==> config.mk <==
export PLATFORM = sky130hd
export DESIGN_NAME = axi_burst_writer_flat
export DESIGN_NICKNAME = d
export VERILOG_FILES = /design/src/rtl/axi_wr_pkg.sv /design/src/rtl/axi_burst_writer_if.sv /design/src/rtl/axi_wr_beat_ctr.sv /design/src/rtl/axi_burst_writer.sv /design/src/flat_wrapper.sv
export SDC_FILE = /design/constraint.sdc
export NUM_CORES = 1
export LEC_CHECK = 0
export ABC_AREA = 1
export ABC_CLOCK_PERIOD_IN_PS = 3300
export BUFFER_PORTS_ARGS = -buffer_cell sky130_fd_sc_hd__buf_2
export CORE_MARGIN = 2
export CORE_UTILIZATION = 52
export CTS_CLUSTER_DIAMETER = 100
export DETAILED_ROUTE_END_ITERATION = 16
export PLACE_DENSITY = 0.83
export SYNTH_ARGS = -nofsm -noshare
export SYNTH_HDL_FRONTEND = slang
export SYNTH_SLANG_ARGS = --single-unit
==> constraint.sdc <==
create_clock -name ACLK -period 3.3 [get_ports ACLK]
set_input_delay 0.33 -clock ACLK [delete_from_list [all_inputs] [get_ports ACLK]]
set_output_delay 0.33 -clock ACLK [all_outputs]
set_load 0.02 [all_outputs]
==> src/rtl/axi_wr_pkg.sv <==
// -----------------------------------------------------------------------------
// axi_wr_pkg
// Shared definitions for the AXI burst writer:
//   - wr_state_e    : writer FSM states (IDLE, ADDR, DATA, RESP)
//   - RESP_OK/ERR   : BRESP encodings used by the attached memory
//   - AWBURST_INCR  : incrementing burst type
//   - burst_awlen() : AWLEN for the next burst, min(remaining, max_burst) - 1
// -----------------------------------------------------------------------------
package axi_wr_pkg;

    typedef enum logic [1:0] {
        IDLE = 2'd0,
        ADDR = 2'd1,
        DATA = 2'd2,
        RESP = 2'd3
    } wr_state_e;

    localparam logic [1:0] RESP_OK      = 2'b01;
    localparam logic [1:0] RESP_ERR     = 2'b10;
    localparam logic       AWBURST_INCR = 1'b1;

    // A remaining count of zero maps to AWLEN 0 so the idle value stays benign.
    function automatic logic [7:0] burst_awlen(input logic [8:0] remaining,
                                               input logic [8:0] max_burst);
        logic [8:0] beats;
        logic [8:0] len9;
        if (remaining == 9'd0) begin
            beats = 9'd1;
        end else if (remaining < max_burst) begin
            beats = remaining;
        end else begin
            beats = max_burst;
        end
        len9 = beats - 9'd1;
        return len9[7:0];
    endfunction

endpackage

==> src/rtl/axi_burst_writer_if.sv <==
// -----------------------------------------------------------------------------
// axi_burst_writer_if
// AXI write-channel bundle (AW, W, B) between the burst writer and memory.
//   master : driven by the writer (AWVALID/AWADDR/AWBURST/AWLEN, WVALID/WDATA/
//            WLAST, BREADY), receives AWREADY, WREADY, BVALID, BRESP
//   slave  : the memory side, mirror image of master
// -----------------------------------------------------------------------------
interface axi_burst_writer_if #(
    parameter int W_ADDR_WIDTH = 10,
    parameter int DATA_WIDTH   = 32
);
    logic                    AWVALID;
    logic                    AWREADY;
    logic [W_ADDR_WIDTH-1:0] AWADDR;
    logic                    AWBURST;
    logic [7:0]              AWLEN;
    logic                    WVALID;
    logic                    WREADY;
    logic [DATA_WIDTH-1:0]   WDATA;
    logic                    WLAST;
    logic                    BVALID;
    logic                    BREADY;
    logic [1:0]              BRESP;

    modport master (
        output AWVALID, AWADDR, AWBURST, AWLEN, WVALID, WDATA, WLAST, BREADY,
        input  AWREADY, WREADY, BVALID, BRESP
    );

    modport slave (
        input  AWVALID, AWADDR, AWBURST, AWLEN, WVALID, WDATA, WLAST, BREADY,
        output AWREADY, WREADY, BVALID, BRESP
    );
endinterface

==> src/rtl/axi_wr_beat_ctr.sv <==
// -----------------------------------------------------------------------------
// axi_wr_beat_ctr
// Counts data beats inside the current burst and flags the final beat.
//   clk, rst_n : clock, asynchronous active-low reset
//   clr        : restart counting (address handshake of a new burst)
//   beat       : a data beat transfers this cycle
//   awlen      : beats minus 1 of the current burst
//   last       : current beat is the final one (count == awlen)
// -----------------------------------------------------------------------------
module axi_wr_beat_ctr (
    input  logic       clk,
    input  logic       rst_n,
    input  logic       clr,
    input  logic       beat,
    input  logic [7:0] awlen,
    output logic       last
);
    logic [7:0] cnt_r;

    // In-burst beat counter, zeroed at the start of every burst.
    always_ff @(posedge clk or negedge rst_n) begin
        if (!rst_n) begin
            cnt_r <= 8'd0;
        end else if (clr) begin
            cnt_r <= 8'd0;
        end else if (beat) begin
            cnt_r <= cnt_r + 8'd1;
        end else begin
            cnt_r <= cnt_r;
        end
    end

    assign last = (cnt_r == awlen);

endmodule

==> src/rtl/axi_burst_writer.sv <==
// -----------------------------------------------------------------------------
// axi_burst_writer
// Splits a command of cmd_len+1 words into AXI incrementing bursts of at most
// MAX_BURST beats, streams s_data words onto the W channel and collects the
// B responses. done pulses once per command; err is sticky until the next
// command is accepted.
// Ports:
//   ACLK, ARESETn          : clock, asynchronous active-low reset
//   cmd_valid/ready/addr/len: transfer request (len = words - 1)
//   s_valid/ready/data     : input word stream
//   W_EN                   : memory write enable (high while busy)
//   axi (master)           : AW / W / B channels
//   done, err              : end-of-transfer pulse, sticky error
// Build option: define AXI_WR_TIMEOUT_EN to add a B-response watchdog of
// TIMEOUT cycles that aborts the transfer with err set.
// -----------------------------------------------------------------------------
module axi_burst_writer
    import axi_wr_pkg::*;
#(
    parameter int W_ADDR_WIDTH = 10,
    parameter int DATA_WIDTH   = 32,
    parameter int MAX_BURST    = 16,
    parameter int TIMEOUT      = 255
) (
    input  logic                    ACLK,
    input  logic                    ARESETn,
    input  logic                    cmd_valid,
    output logic                    cmd_ready,
    input  logic [W_ADDR_WIDTH-1:0] cmd_addr,
    input  logic [7:0]              cmd_len,
    input  logic                    s_valid,
    output logic                    s_ready,
    input  logic [DATA_WIDTH-1:0]   s_data,
    output logic                    W_EN,
    axi_burst_writer_if.master      axi,
    output logic                    done,
    output logic                    err
);
    localparam logic [8:0] MAX_BURST_C = 9'(MAX_BURST);

    wr_state_e               state_r;
    wr_state_e               state_nxt_s;
    logic [8:0]              remaining_r;
    logic [W_ADDR_WIDTH-1:0] addr_r;
    logic [7:0]              awlen_r;
    logic                    cmd_ready_r;
    logic                    done_r;
    logic                    err_r;

    logic                    accept_s;
    logic                    aw_hs_s;
    logic                    beat_s;
    logic                    last_s;
    logic                    b_hs_s;
    logic                    timeout_s;
    logic                    finish_s;
    logic [8:0]              cmd_beats_s;
    logic [8:0]              burst_beats_s;
    logic [8:0]              rem_after_s;

    assign accept_s      = (state_r == IDLE) && cmd_valid && cmd_ready_r;
    assign aw_hs_s       = (state_r == ADDR) && axi.AWREADY;
    assign beat_s        = (state_r == DATA) && s_valid && axi.WREADY;
    assign b_hs_s        = (state_r == RESP) && axi.BVALID;
    assign cmd_beats_s   = {1'b0, cmd_len} + 9'd1;
    assign burst_beats_s = {1'b0, awlen_r} + 9'd1;
    assign rem_after_s   = remaining_r - burst_beats_s;
    assign finish_s      = (b_hs_s && (rem_after_s == 9'd0)) || timeout_s;

`ifdef AXI_WR_TIMEOUT_EN
    localparam int TO_W = (TIMEOUT < 2) ? 1 : $clog2(TIMEOUT + 1);
    logic [TO_W-1:0] to_cnt_r;

    // Cycles spent in RESP without a response; cleared everywhere else.
    always_ff @(posedge ACLK or negedge ARESETn) begin
        if (!ARESETn) begin
            to_cnt_r <= {TO_W{1'b0}};
        end else if ((state_r == RESP) && !axi.BVALID) begin
            to_cnt_r <= to_cnt_r + {{(TO_W-1){1'b0}}, 1'b1};
        end else begin
            to_cnt_r <= {TO_W{1'b0}};
        end
    end

    // Fires on the TIMEOUT-th consecutive RESP cycle without BVALID.
    assign timeout_s = (state_r == RESP) && !axi.BVALID &&
                       (to_cnt_r == TO_W'(TIMEOUT - 1));
`else
    assign timeout_s = 1'b0;
`endif

    axi_wr_beat_ctr u_beat_ctr (
        .clk   (ACLK),
        .rst_n (ARESETn),
        .clr   (aw_hs_s),
        .beat  (beat_s),
        .awlen (awlen_r),
        .last  (last_s)
    );

    // Next-state logic of the writer FSM.
    always_comb begin
        state_nxt_s = state_r;
        case (state_r)
            IDLE: begin
                if (accept_s) state_nxt_s = ADDR;
                else          state_nxt_s = IDLE;
            end
            ADDR: begin
                if (aw_hs_s) state_nxt_s = DATA;
                else         state_nxt_s = ADDR;
            end
            DATA: begin
                if (beat_s && last_s) state_nxt_s = RESP;
                else                  state_nxt_s = DATA;
            end
            RESP: begin
                if (finish_s)    state_nxt_s = IDLE;
                else if (b_hs_s) state_nxt_s = ADDR;
                else             state_nxt_s = RESP;
            end
            default: state_nxt_s = IDLE;
        endcase
    end

    // FSM state plus transfer bookkeeping (address, remaining words, status).
    always_ff @(posedge ACLK or negedge ARESETn) begin
        if (!ARESETn) begin
            state_r     <= IDLE;
            cmd_ready_r <= 1'b0;
            done_r      <= 1'b0;
            err_r       <= 1'b0;
            addr_r      <= {W_ADDR_WIDTH{1'b0}};
            remaining_r <= 9'd0;
            awlen_r     <= 8'd0;
        end else begin
            state_r     <= state_nxt_s;
            // Registered so cmd_ready first rises on the edge after reset.
            cmd_ready_r <= (state_nxt_s == IDLE);
            done_r      <= finish_s;
            if (accept_s) begin
                addr_r      <= cmd_addr;
                remaining_r <= cmd_beats_s;
                awlen_r     <= burst_awlen(cmd_beats_s, MAX_BURST_C);
                err_r       <= 1'b0;
            end else if (b_hs_s) begin
                // Address wraps modulo 2^W_ADDR_WIDTH; the memory flags range errors.
                addr_r      <= addr_r + W_ADDR_WIDTH'(burst_beats_s);
                remaining_r <= rem_after_s;
                awlen_r     <= burst_awlen(rem_after_s, MAX_BURST_C);
                err_r       <= err_r | (axi.BRESP != RESP_OK);
            end else if (timeout_s) begin
                remaining_r <= 9'd0;
                awlen_r     <= 8'd0;
                err_r       <= 1'b1;
            end else begin
                addr_r      <= addr_r;
                remaining_r <= remaining_r;
                awlen_r     <= awlen_r;
                err_r       <= err_r;
            end
        end
    end

    assign cmd_ready   = cmd_ready_r;
    assign done        = done_r;
    assign err         = err_r;
    assign W_EN        = (state_r != IDLE);

    assign axi.AWVALID = (state_r == ADDR);
    assign axi.AWADDR  = addr_r;
    assign axi.AWLEN   = awlen_r;
    assign axi.AWBURST = AWBURST_INCR;

    // W channel is a straight pass-through of the input stream while in DATA.
    assign axi.WVALID  = (state_r == DATA) && s_valid;
    assign axi.WDATA   = s_data;
    assign axi.WLAST   = (state_r == DATA) && last_s;
    assign s_ready     = (state_r == DATA) && axi.WREADY;

    assign axi.BREADY  = (state_r == RESP);

endmodule

==> src/flat_wrapper.sv <==
// flat-port wrapper written by rule: the top's interface ports become plain ports
module axi_burst_writer_flat import axi_wr_pkg::*;
#(
    parameter int W_ADDR_WIDTH = 10,
    parameter int DATA_WIDTH   = 32,
    parameter int MAX_BURST    = 16,
    parameter int TIMEOUT      = 255
)
  (ACLK, ARESETn, cmd_valid, cmd_ready, cmd_addr, cmd_len, s_valid, s_ready, s_data, W_EN, done, err, axi_AWVALID, axi_AWADDR, axi_AWBURST, axi_AWLEN, axi_WVALID, axi_WDATA, axi_WLAST, axi_BREADY, axi_AWREADY, axi_WREADY, axi_BVALID, axi_BRESP);
  axi_burst_writer_if #(.W_ADDR_WIDTH(W_ADDR_WIDTH), .DATA_WIDTH(DATA_WIDTH)) axi_i ();
  input  logic ACLK;
  input  logic ARESETn;
  input  logic cmd_valid;
  output logic cmd_ready;
  input  logic [W_ADDR_WIDTH-1:0] cmd_addr;
  input  logic [7:0] cmd_len;
  input  logic s_valid;
  output logic s_ready;
  input  logic [DATA_WIDTH-1:0] s_data;
  output logic W_EN;
  output logic done;
  output logic err;
  output wire logic [$bits(axi_i.AWVALID)-1:0] axi_AWVALID;
  output wire logic [$bits(axi_i.AWADDR)-1:0] axi_AWADDR;
  output wire logic [$bits(axi_i.AWBURST)-1:0] axi_AWBURST;
  output wire logic [$bits(axi_i.AWLEN)-1:0] axi_AWLEN;
  output wire logic [$bits(axi_i.WVALID)-1:0] axi_WVALID;
  output wire logic [$bits(axi_i.WDATA)-1:0] axi_WDATA;
  output wire logic [$bits(axi_i.WLAST)-1:0] axi_WLAST;
  output wire logic [$bits(axi_i.BREADY)-1:0] axi_BREADY;
  input wire logic [$bits(axi_i.AWREADY)-1:0] axi_AWREADY;
  input wire logic [$bits(axi_i.WREADY)-1:0] axi_WREADY;
  input wire logic [$bits(axi_i.BVALID)-1:0] axi_BVALID;
  input wire logic [$bits(axi_i.BRESP)-1:0] axi_BRESP;
  assign axi_AWVALID = axi_i.AWVALID;
  assign axi_AWADDR = axi_i.AWADDR;
  assign axi_AWBURST = axi_i.AWBURST;
  assign axi_AWLEN = axi_i.AWLEN;
  assign axi_WVALID = axi_i.WVALID;
  assign axi_WDATA = axi_i.WDATA;
  assign axi_WLAST = axi_i.WLAST;
  assign axi_BREADY = axi_i.BREADY;
  assign axi_i.AWREADY = axi_AWREADY;
  assign axi_i.WREADY = axi_WREADY;
  assign axi_i.BVALID = axi_BVALID;
  assign axi_i.BRESP = axi_BRESP;
  axi_burst_writer #(.W_ADDR_WIDTH(W_ADDR_WIDTH), .DATA_WIDTH(DATA_WIDTH), .MAX_BURST(MAX_BURST), .TIMEOUT(TIMEOUT)) u_core (.ACLK(ACLK), .ARESETn(ARESETn), .cmd_valid(cmd_valid), .cmd_ready(cmd_ready), .cmd_addr(cmd_addr), .cmd_len(cmd_len), .s_valid(s_valid), .s_ready(s_ready), .s_data(s_data), .W_EN(W_EN), .axi(axi_i), .done(done), .err(err));
endmodule
==> Word level (Yosys, flattened, before mapping) <==
Cells that the tools add are included.
{ "totals": {"out_inout_bits": 60, "ff_bits": 40, "word_cells": 63, "in_bits": 59} }
{ "op_classes": {"eq_ne": 5, "n_mux": 23, "addsub": 7, "order_cmp": 2, "n_reduce_logical": 17, "bitwise_logic": 1} }
{ "op_table": {"columns": ["cell", "n"], "rows": [
  ["8-bit two-way mux", 11],
  ["10-bit two-way mux", 2],
  ["8-bit by 1-bit adder with 9-bit output (second input constant)", 2],
  ["9-bit logical NOT", 2],
  ["9-bit by 5-bit < comparator with 1-bit output (second input constant)", 2],
  ["9-bit two-way mux", 2],
  ["8-bit by 1-bit subtractor with 8-bit output (second input constant)", 2],
  ["10-bit by 9-bit adder with 10-bit output", 1],
  ["1-bit logical AND", 10],
  ["9-bit subtractor", 1],
  ["8-bit by 1-bit adder with 8-bit output (second input constant)", 1],
  ["8-bit equality test", 1],
  ["2-bit case mux with 4 select lines", 1],
  ["2-bit two-way mux", 3],
  ["2-bit nonzero test", 3],
  ["2-bit equality test (second input constant)", 2],
  ["2-bit logical NOT", 2],
  ["1-bit two-way mux", 4],
  ["2-bit by 1-bit equality test with 1-bit output (second input constant)", 1],
  ["2-bit by 1-bit inequality test with 1-bit output (second input constant)", 1],
  ["1-bit OR", 1]
]} }

==> Longest topological paths before layout <==
Gate-level depths: netlist (run 1).
{ "logic_depth": {"depth_word": 10, "depth_mapped": 27, "ltp_nobuf": 27} }

==> By module <==
From an unflattened synthesis (run 1), not the netlist that was laid out.
{ "unflattened": {"hier_cells": 533, "hier_area_um2": 3649.8} }
{ "by_module_without_submodules": {"columns": ["mod", "n_inst", "area_each_um2", "seq_area_each_um2", "cells_each"], "rows": [
  ["axi_burst_writer", 1, 3095.5, 800.8, 460],
  ["axi_wr_beat_ctr", 1, 554.3, 200.2, 73]
]} }

==> Least setup slack after synthesis (run 1) <==
No wires, ideal clock.
{ "synth_timing": {"kind": "register -> register", "startpoint": "reg u_core.awlen_r[2], in the netlist u_core.axi.AWLEN[2]", "endpoint": "reg u_core.awlen_r[4], in the netlist u_core.axi.AWLEN[4]", "setup_ns": 0.123, "n_path_buf": 0, "arrival_ns": 3.000, "slack_ns": 0.177, "required_time_ns": 3.177, "synth_period_minus_slack_ns": 3.123, "path_stages_with_launch": 28, "cell_sequence": "dfrtp_1 > inv_1 > nor3_1 > inv_1 > nor2_1 > inv_1 > nor2_1 > inv_1 > o21ai_0 > o21ai_0 > ha_1 > nand2_1 > inv_1 > nand2_1 > nand2_1 > inv_1 > nand2_1 > nand2_2 > nand2_4 > nor2_8 > nand3_1 > nand2_2 > inv_1 > ha_1 > nand3_1 > nor2_2 > nor2_2 > a21oi_1"} }
{ "synth_via": {"elab_chain_cells": 10, "elab_cells_between_ends": 11, "cone_classes": "add/sub (3); order compare (1); mux (6); reduce/logical (1)"} }
{ "synth_lines": {"columns": ["item", "line", "text"], "rows": [
  ["start, declared", "axi_burst_writer.sv:45", "logic [7:0] awlen_r;"],
  ["start signal, assigned", "axi_burst_writer.sv:144", "awlen_r <= burst_awlen(cmd_beats_s, MAX_BURST_C);"],
  ["start signal, assigned", "axi_burst_writer.sv:150", "awlen_r <= burst_awlen(rem_after_s, MAX_BURST_C);"],
  ["start signal, assigned", "axi_burst_writer.sv:159", "awlen_r <= awlen_r;"],
  ["8-bit by 1-bit adder with 9-bit output *", "axi_burst_writer.sv:66", "assign burst_beats_s = {1'b0, awlen_r} + 9'd1;"],
  ["9-bit subtractor *", "axi_burst_writer.sv:67", "assign rem_after_s = remaining_r - burst_beats_s;"],
  ["9-bit by 5-bit < comparator with 1-bit output", "axi_wr_pkg.sv:29", "end else if (remaining < max_burst) begin"],
  ["8-bit two-way mux", "axi_wr_pkg.sv:29", null],
  ["8-bit two-way mux *", "axi_wr_pkg.sv:27", "if (remaining == 9'd0) begin"],
  ["8-bit two-way mux *", "axi_burst_writer.sv:146", "end else if (b_hs_s) begin"],
  ["8-bit two-way mux *", "axi_burst_writer.sv:141", "if (accept_s) begin"],
  ["8-bit by 1-bit subtractor with 8-bit output *", "axi_wr_pkg.sv:34", "len9 = beats - 9'd1;"],
  ["8-bit two-way mux *", "axi_burst_writer.sv:146", null],
  ["8-bit two-way mux *", "axi_burst_writer.sv:141", null]
]} }
Every way passes the cells marked *; elsewhere a longest branch is shown, timed or not. The select of a mux whose other input is x is not followed.
A chain may end at the register's enable or synchronous reset.

==> Worst setup path after layout (run 1) <==
{ "layout_timing": {"startpoint": "reg u_core.awlen_r[0], in the netlist u_core.axi.AWLEN[0]", "endpoint": "reg u_core.awlen_r[3], in the netlist u_core.axi.AWLEN[3]"} }
Same word-level chain as after synthesis.

==> flow_summary.yaml, run 1 <==
route:
  drt_iter0_drc: 358
  first_pass_iters: 7
  drt_wl_total_um: 9830
  antenna_left: 0
  vias: 3559
  wl_per_cell_um: 15.5
  drc: 0
  viasPerCell: 5.60
yosys:
  syn-num-nets: 598
  yosysTopAreaCellShare: 0.281
  synthesis.area_mm2: 0.00356
  async_reset_ff_frac: 1.00
  synth-main-ff-cell: "dfrtp_1"
  ys_top_cells_by_count: "nand2_1 (133), inv_1 (79), dfrtp_1 (40)"
  ys_seq_elements: 40
  syn_inst: 515
  syn_avg_cell_area_um2: 6.91
  yosysUniqueCellTypes: 41
  synth_seq_area_share: 0.281
  yosys.area.top_type: "dfrtp_1"
  synth_edf_count: 0
  yosysWarnings: 0
  synth.most_common_cell: "nand2_1"
  yosys-top-cells-area: "dfrtp_1 (28%), nand2_1 (14%), inv_1 (8.3%)"
cts:
  cts_sinks: 40
  ctsLongestPathBuffers: 2
  cts_made_buffers: 5
  clkLatencyLatePin_ns: 0.30
  htree_levels: 2
  clk_pin_slew_ns: 0.08
  clock-root-buffer: "clkbuf_8"
  cts_tree: "done"
  ctsHoldBuffers: 0
power:
  ir_worst_vdd_mv: 0.584
  p_per_area_mw_per_mm2: 1370
  p_leak_nw: 2.19
timing:
  skew_ns: 0.00385
  layout_setup_ws_ns: -0.0741
  max_freq_mhz: 296
  hold_viol: 0
  slew_headroom: 0.372
  finalSetupViolations: 5
  setup_tns_ns: -0.251
  maxSlewViolCount: 0
  layout_min_cycle_time_ns: 3.37
  period_share: 1.02
  rsz0062_at_grt: "true"
  worst_pin_slew_ns: 0.941
  whs_ns: 0.163
hold_path:
  min_path_type: "primary input to async pin"
finish:
  final_layout_size_suffix_gt1_frac: 0.266
  fin_cells: 636
  diodes: 0
  final_cell_area_mm2: 0.00405
  final_nets: 638
  syn2layout_area_growth_pct: 13.8
global_routing:
  grt.total_usage: 0.243
  grt_pass1_vias: 3269
  grt_start_max_net_pins: 41
  grt_pass1_wl_um: 14600
  antenna_found_initial: 0
  grt_overflow: 0
placement:
  place_inst: 614
  portBuffers: 53
  hpwl_um: 6780
  dpl_cell_area_mm2: 0.00368
  gp_congestion: 0.913
floorplan:
  rows: 30
  io_pins: 119
  die-width_um: 86.7
  start_util: 0.529
  floorplan.die_area_mm2: 0.00752
  die_y_um: 86.7
  core_mm2: 0.00672
critical_path:
  worstPathRequired_ns: 3.49
  critPathMaxStageDelay_ns: 0.41
  cpMaxStageDelayCell: "dfrtp_1"
  critical_path.endpoint_type: "flip-flop"
  critPathArrivalTime_ns: 3.57
  critPathKind: "flip-flop to flip-flop"
  path_buf_inv: 7
  cp_top_family: "simple AND/OR/NAND/NOR gates"
  reg2reg_from: "u_core.axi.AWLEN[0]"
  start_kind: "flip-flop"
  crit_fanout: 4
  path_common_cell: "nand2_2"
  r2r_cells: 27
  reg2reg_to: "u_core.axi.AWLEN[3]"
  rrSetupSlack_ns: -0.07
outcome:
  outcome: "complete, but fails checks"
  violations: "setup timing"
run:
  max_cap_violations: 0
[per-stage QoR]
step,worst slack (ns),total power [W],utilization
detailed placement,0.0342,0.00440,0.547
floorplan,0.177,0.00362,-
global placement,0.223,0.00430,0.547
global route,-0.206,0.00593,0.603
CTS,0.0331,0.00492,0.569
finish,-0.0741,0.00553,0.603
[placed cells by master, fill, tap and decap left out, types with 2 or more instances in the layout]
cell type	count
a21oi_1	15
nor2_1	32
nor2_2	6
nand2_1	127
ha_1	19
clkbuf_8	7
o22ai_1	2
nor3_1	4
xor2_1	7
inv_2	14
nand2_2	14
a31oi_1	2
nand3_1	28
nor4_1	2
ha_4	2
dfrtp_1	40
xnor2_1	3
o21ai_0	19
nand3b_1	3
a21oi_2	5
nand4_1	7
buf_2	53
or2_2	3
o221ai_1	7
buf_4	18
inv_1	72
o211ai_1	3
nor3_2	2
o21ai_1	6
nor2_4	5
o21bai_1	2
fa_1	2
nand3_2	8
[power breakdown]
group	internal, W	switching, W	total [W]
sequential	0.000707	0.000210	0.000917
combinational	0.00156	0.00260	0.00415
clock	0.000267	0.000190	0.000457
total	0.00253	0.00300	0.00553
[layout make-up]
class	count	area, um^2
fill	543	2670
sequential	40	1000
timing repair buffer	72	412
clock buffer	7	96.3
inverter	87	329
multi-input combinational	349	2080
clock inverter	1	30.0
tap	80	100
[sequential cells by signal, indices dropped and copies added (netlist names)]
| signal | count |
|---|---|
| u_core.err | 1 |
| u_core.cmd_ready | 1 |
| u_core.state_r | 2 |
| u_core.remaining_r | 9 |
| u_core.axi.AWADDR | 10 |
| u_core.u_beat_ctr.cnt_r | 8 |
| u_core.axi.AWLEN | 8 |
| u_core.done | 1 |
[metal layers]
metal | share of wire | vias up | track usage | wire (um)
li1 | - | 1692 | - | -
met1 | 0.39 | 1648 | 0.303 | 3870
met2 | 0.49 | 180 | 0.411 | 4790
met3 | 0.081 | 39 | 0.0524 | 794
met4 | 0.038 | 0 | 0.0909 | 375
met5 | 0 | - | 0 | 0
[kinds of logic after synthesis]
family	share of synthesized area
simple gates	0.319
buf+inv	0.171
compound gates	0.109
flops	0.281
fa+ha+maj	0.0886
xor+xnor	0.0295
other cells	0.00105
[worst max-delay path by stage]
stage                        start                  end  depth (start not counted)
4_1_cts        u_core.axi.AWLEN[1]  u_core.axi.AWLEN[4]                         25
3_3_place_gp   u_core.axi.AWLEN[1]  u_core.axi.AWLEN[4]                         27
3_5_place_dp   u_core.axi.AWLEN[1]  u_core.axi.AWLEN[4]                         25
2_1_floorplan  u_core.axi.AWLEN[2]  u_core.axi.AWLEN[4]                         27
6_report       u_core.axi.AWLEN[0]  u_core.axi.AWLEN[3]                         27
5_1_grt        u_core.axi.AWLEN[0]  u_core.axi.AWLEN[4]                         27
[what timing repair did]
| item | CTS | global route |
|---|---|---|
| endpoints found under the setup margin | 1 | 8 |
| pin swaps | 0 | 18 |
| buffers inserted | 2 | 12 |
| gates resized for setup | 0 | 40 |
(Power assumes the default switching activity.)
==> inputs of run 2 (changes only) <==
--- a/config.mk
+++ b/config.mk
@@ -6,13 +6,13 @@
 export NUM_CORES = 1
 export LEC_CHECK = 0
 export ABC_AREA = 1
-export ABC_CLOCK_PERIOD_IN_PS = 3300
-export BUFFER_PORTS_ARGS = -buffer_cell sky130_fd_sc_hd__buf_2
+export ABC_CLOCK_PERIOD_IN_PS = 4350
 export CORE_MARGIN = 2
-export CORE_UTILIZATION = 52
-export CTS_CLUSTER_DIAMETER = 100
+export CORE_UTILIZATION = 55
+export CTS_CLUSTER_DIAMETER = 30
 export DETAILED_ROUTE_END_ITERATION = 16
-export PLACE_DENSITY = 0.83
+export DONT_BUFFER_PORTS = 1
+export PLACE_DENSITY = 0.71
 export SYNTH_ARGS = -nofsm -noshare
 export SYNTH_HDL_FRONTEND = slang
 export SYNTH_SLANG_ARGS = --single-unit
==> constraint.sdc (replaced) <==
create_clock -name ACLK -period 4.35 [get_ports ACLK]
set_input_delay 0.435 -clock ACLK [delete_from_list [all_inputs] [get_ports ACLK]]
set_output_delay 0.435 -clock ACLK [all_outputs]
set_load 0.02 [all_outputs]
==> run 2 against run 1 <==
The flow now finishes without violations; global-route usage about the same; clock power decreased by 45%; critical endpoint is now u_core.axi.AWLEN[4]; register-to-register slack improved by 0.85 ns; non-clock buffer count decreased by 69; largest power group unchanged; utilization decreased by 5.0 points; hold slack improved by 0.11 ns; critical path depth unchanged; sequential power decreased by 11%.
==> flow_summary.yaml, run 2 (synthesized netlist as in run 1, its figures left out) <==
cts:
  cts_tree: "done"
  cts_setup_buffers: 0
  cts_resized: 0
  htree_levels: 2
  clkLatencyLatePin_ns: 0.30
  cts_sinks: 40
  ctsLongestPathBuffers: 2
  clk_pin_slew_ns: 0.09
  clock-root-buffer: "clkbuf_8"
  cts_made_buffers: 5
run:
  max_cap_violations: 0
timing:
  rsz0062_at_grt: "false"
  hold_viol: 0
  period_share: 0.821
  finalSetupViolations: 0
  max_freq_mhz: 280
  maxSlewViolCount: 0
  worst_pin_slew_ns: 0.509
  skew_ns: 0.00733
  layout_min_cycle_time_ns: 3.57
  setup_tns_ns: 0
  slew_headroom: 0.657
  layout_setup_ws_ns: 0.778
floorplan:
  die_y_um: 84.4
  io_pins: 119
  rows: 29
  start_util: 0.563
  core_mm2: 0.00631
  floorplan.die_area_mm2: 0.00713
  die-width_um: 84.4
route:
  vias: 3105
  first_pass_iters: 5
  drt_wl_total_um: 8270
  viasPerCell: 5.52
  drt_iter0_drc: 244
  antenna_left: 0
  wl_per_cell_um: 14.7
  drc: 0
placement:
  gp_congestion: 0.879
  portBuffers: 0
  place_ws_ns: 0.821
  hpwl_um: 6400
finish:
  final_nets: 569
  final_cell_mix: "nand2_1 (133), inv_1 (79), dfrtp_1 (40)"
  final_layout_size_suffix_gt1_frac: 0.0926
  syn2layout_area_growth_pct: -1.97
  diodes: 0
  largest_register_ffs: 10
  final_common_cell: "nand2_1"
  n_fill_cell: 639
critical_path:
  cpMaxStageDelayCell: "dfrtp_1"
  crit_fanout: 7
  critPathMaxStageDelay_ns: 0.60
  start_kind: "flip-flop"
  worstPathRequired_ns: 4.55
  critical_path.endpoint_type: "flip-flop"
  critPathKind: "flip-flop to flip-flop"
  path_common_cell: "inv_1"
  critPathArrivalTime_ns: 3.77
power:
  clock_power_share: 0.072
  ir_worst_vdd_mv: 0.443
  share_comb_of_total_power: 0.693
  p_per_area_mw_per_mm2: 995
  internal_power_w: 0.00150
  p_leak_nw: 1.86
  pwr-share-seq: 0.234
  switching_power_w: 0.00196
  sw_frac_of_total: 0.566
hold_path:
  min_path_type: "primary input to flip-flop"
global_routing:
  grt_overflow: 0
  grt_pass1_wl_um: 13900
  grt.total_usage: 0.242
  grt_start_max_net_pins: 41
  grt_pass1_vias: 2932
  antenna_found_initial: 0
outcome:
  outcome: "completed"
==> run 2: cell count changes in the layout (fill, tap and decap cells not counted), moves of 3 or more <==
cell | before | now
a21oi_1 | 15 | 20
a21oi_2 | 5 | 0
buf_2 | 53 | 0
buf_4 | 18 | 1
ha_1 | 19 | 22
inv_1 | 72 | 79
inv_2 | 14 | 8
nand2_1 | 127 | 133
nand2_2 | 14 | 8
nand3_1 | 28 | 32
nand3_2 | 8 | 5
nor2_4 | 5 | 2
==> run 2: power groups by stage <==
stage               clock network [W]  registers, W  logic [W]
global route                 0.000266      0.000838    0.00273
detailed placement                  0      0.000820    0.00236
CTS                          0.000252      0.000812    0.00239
finish                       0.000251      0.000813    0.00240
floorplan                           0      0.000767    0.00198
global placement                    0      0.000815    0.00231
==> run 2: routing by layer <==
metal  vias up  wire (um)  GRT usage
met1      1430       3810      0.343
met4         0        140     0.0722
met2        96       3760      0.382
li1       1556          -          -
met3        23        557     0.0413
met5         -          0          0
==> run 2: worst paths after layout <==
path / startpoint / endpoint / slack (ns) / cells after the start
max: u_core.axi.AWLEN[2] / u_core.axi.AWLEN[4] / 0.78 / 27
min: cmd_addr[0] / u_core.axi.AWADDR[0] / 0.27 / 2
max in group asynchronous: ARESETn / u_core.state_r[0] / 3.54 / 2
max reg2reg: u_core.axi.AWLEN[2] / u_core.axi.AWLEN[4] / 0.78 / 27
min reg2reg: u_core.remaining_r[0] / u_core.remaining_r[0] / 0.50 / 2
min in group asynchronous: ARESETn / u_core.err / 0.58 / 2
==> run 2: per-stage QoR <==
stage               utilization  cell area [um^2]  total power (W)  hold slack, ns  std cells
finish                    0.552              3490          0.00347           0.268        563
global route              0.552              3490          0.00384           0.272        563
CTS                       0.552              3490          0.00346           0.265        563
detailed placement        0.535              3380          0.00318           0.140        554
global placement          0.535              3380          0.00313           0.140        554
floorplan                     -              3560          0.00275           0.139        515
==> run 2: timing repair <==
item,4_1_cts,5_1_grt
setup endpoints to repair,0,0
hold buffers,2,0
endpoints found under the hold margin,40,0
==> run 2: area by class of cell <==
class / instances / area (um^2) / share of cell area
clock buffer: 6 / 72.6 / 0.0208
clock inverter: 1 / 5.00 / 0.00144
inverter: 87 / 327 / 0.0936
multi-input combinational: 349 / 1950 / 0.559
sequential: 40 / 1000 / 0.287
tap: 77 / 96.3 / 0.0276
timing repair buffer: 3 / 37.5 / 0.0108
==> run 2: worst max-delay path, delay by kind of cell (launching register included) <==
family | cells | cell delay (ns)
compound gates | 3 | 0.38
fa+ha+maj | 2 | 0.57
buf+inv | 7 | 0.47
flops | 1 | 0.60
simple gates | 15 | 1.42
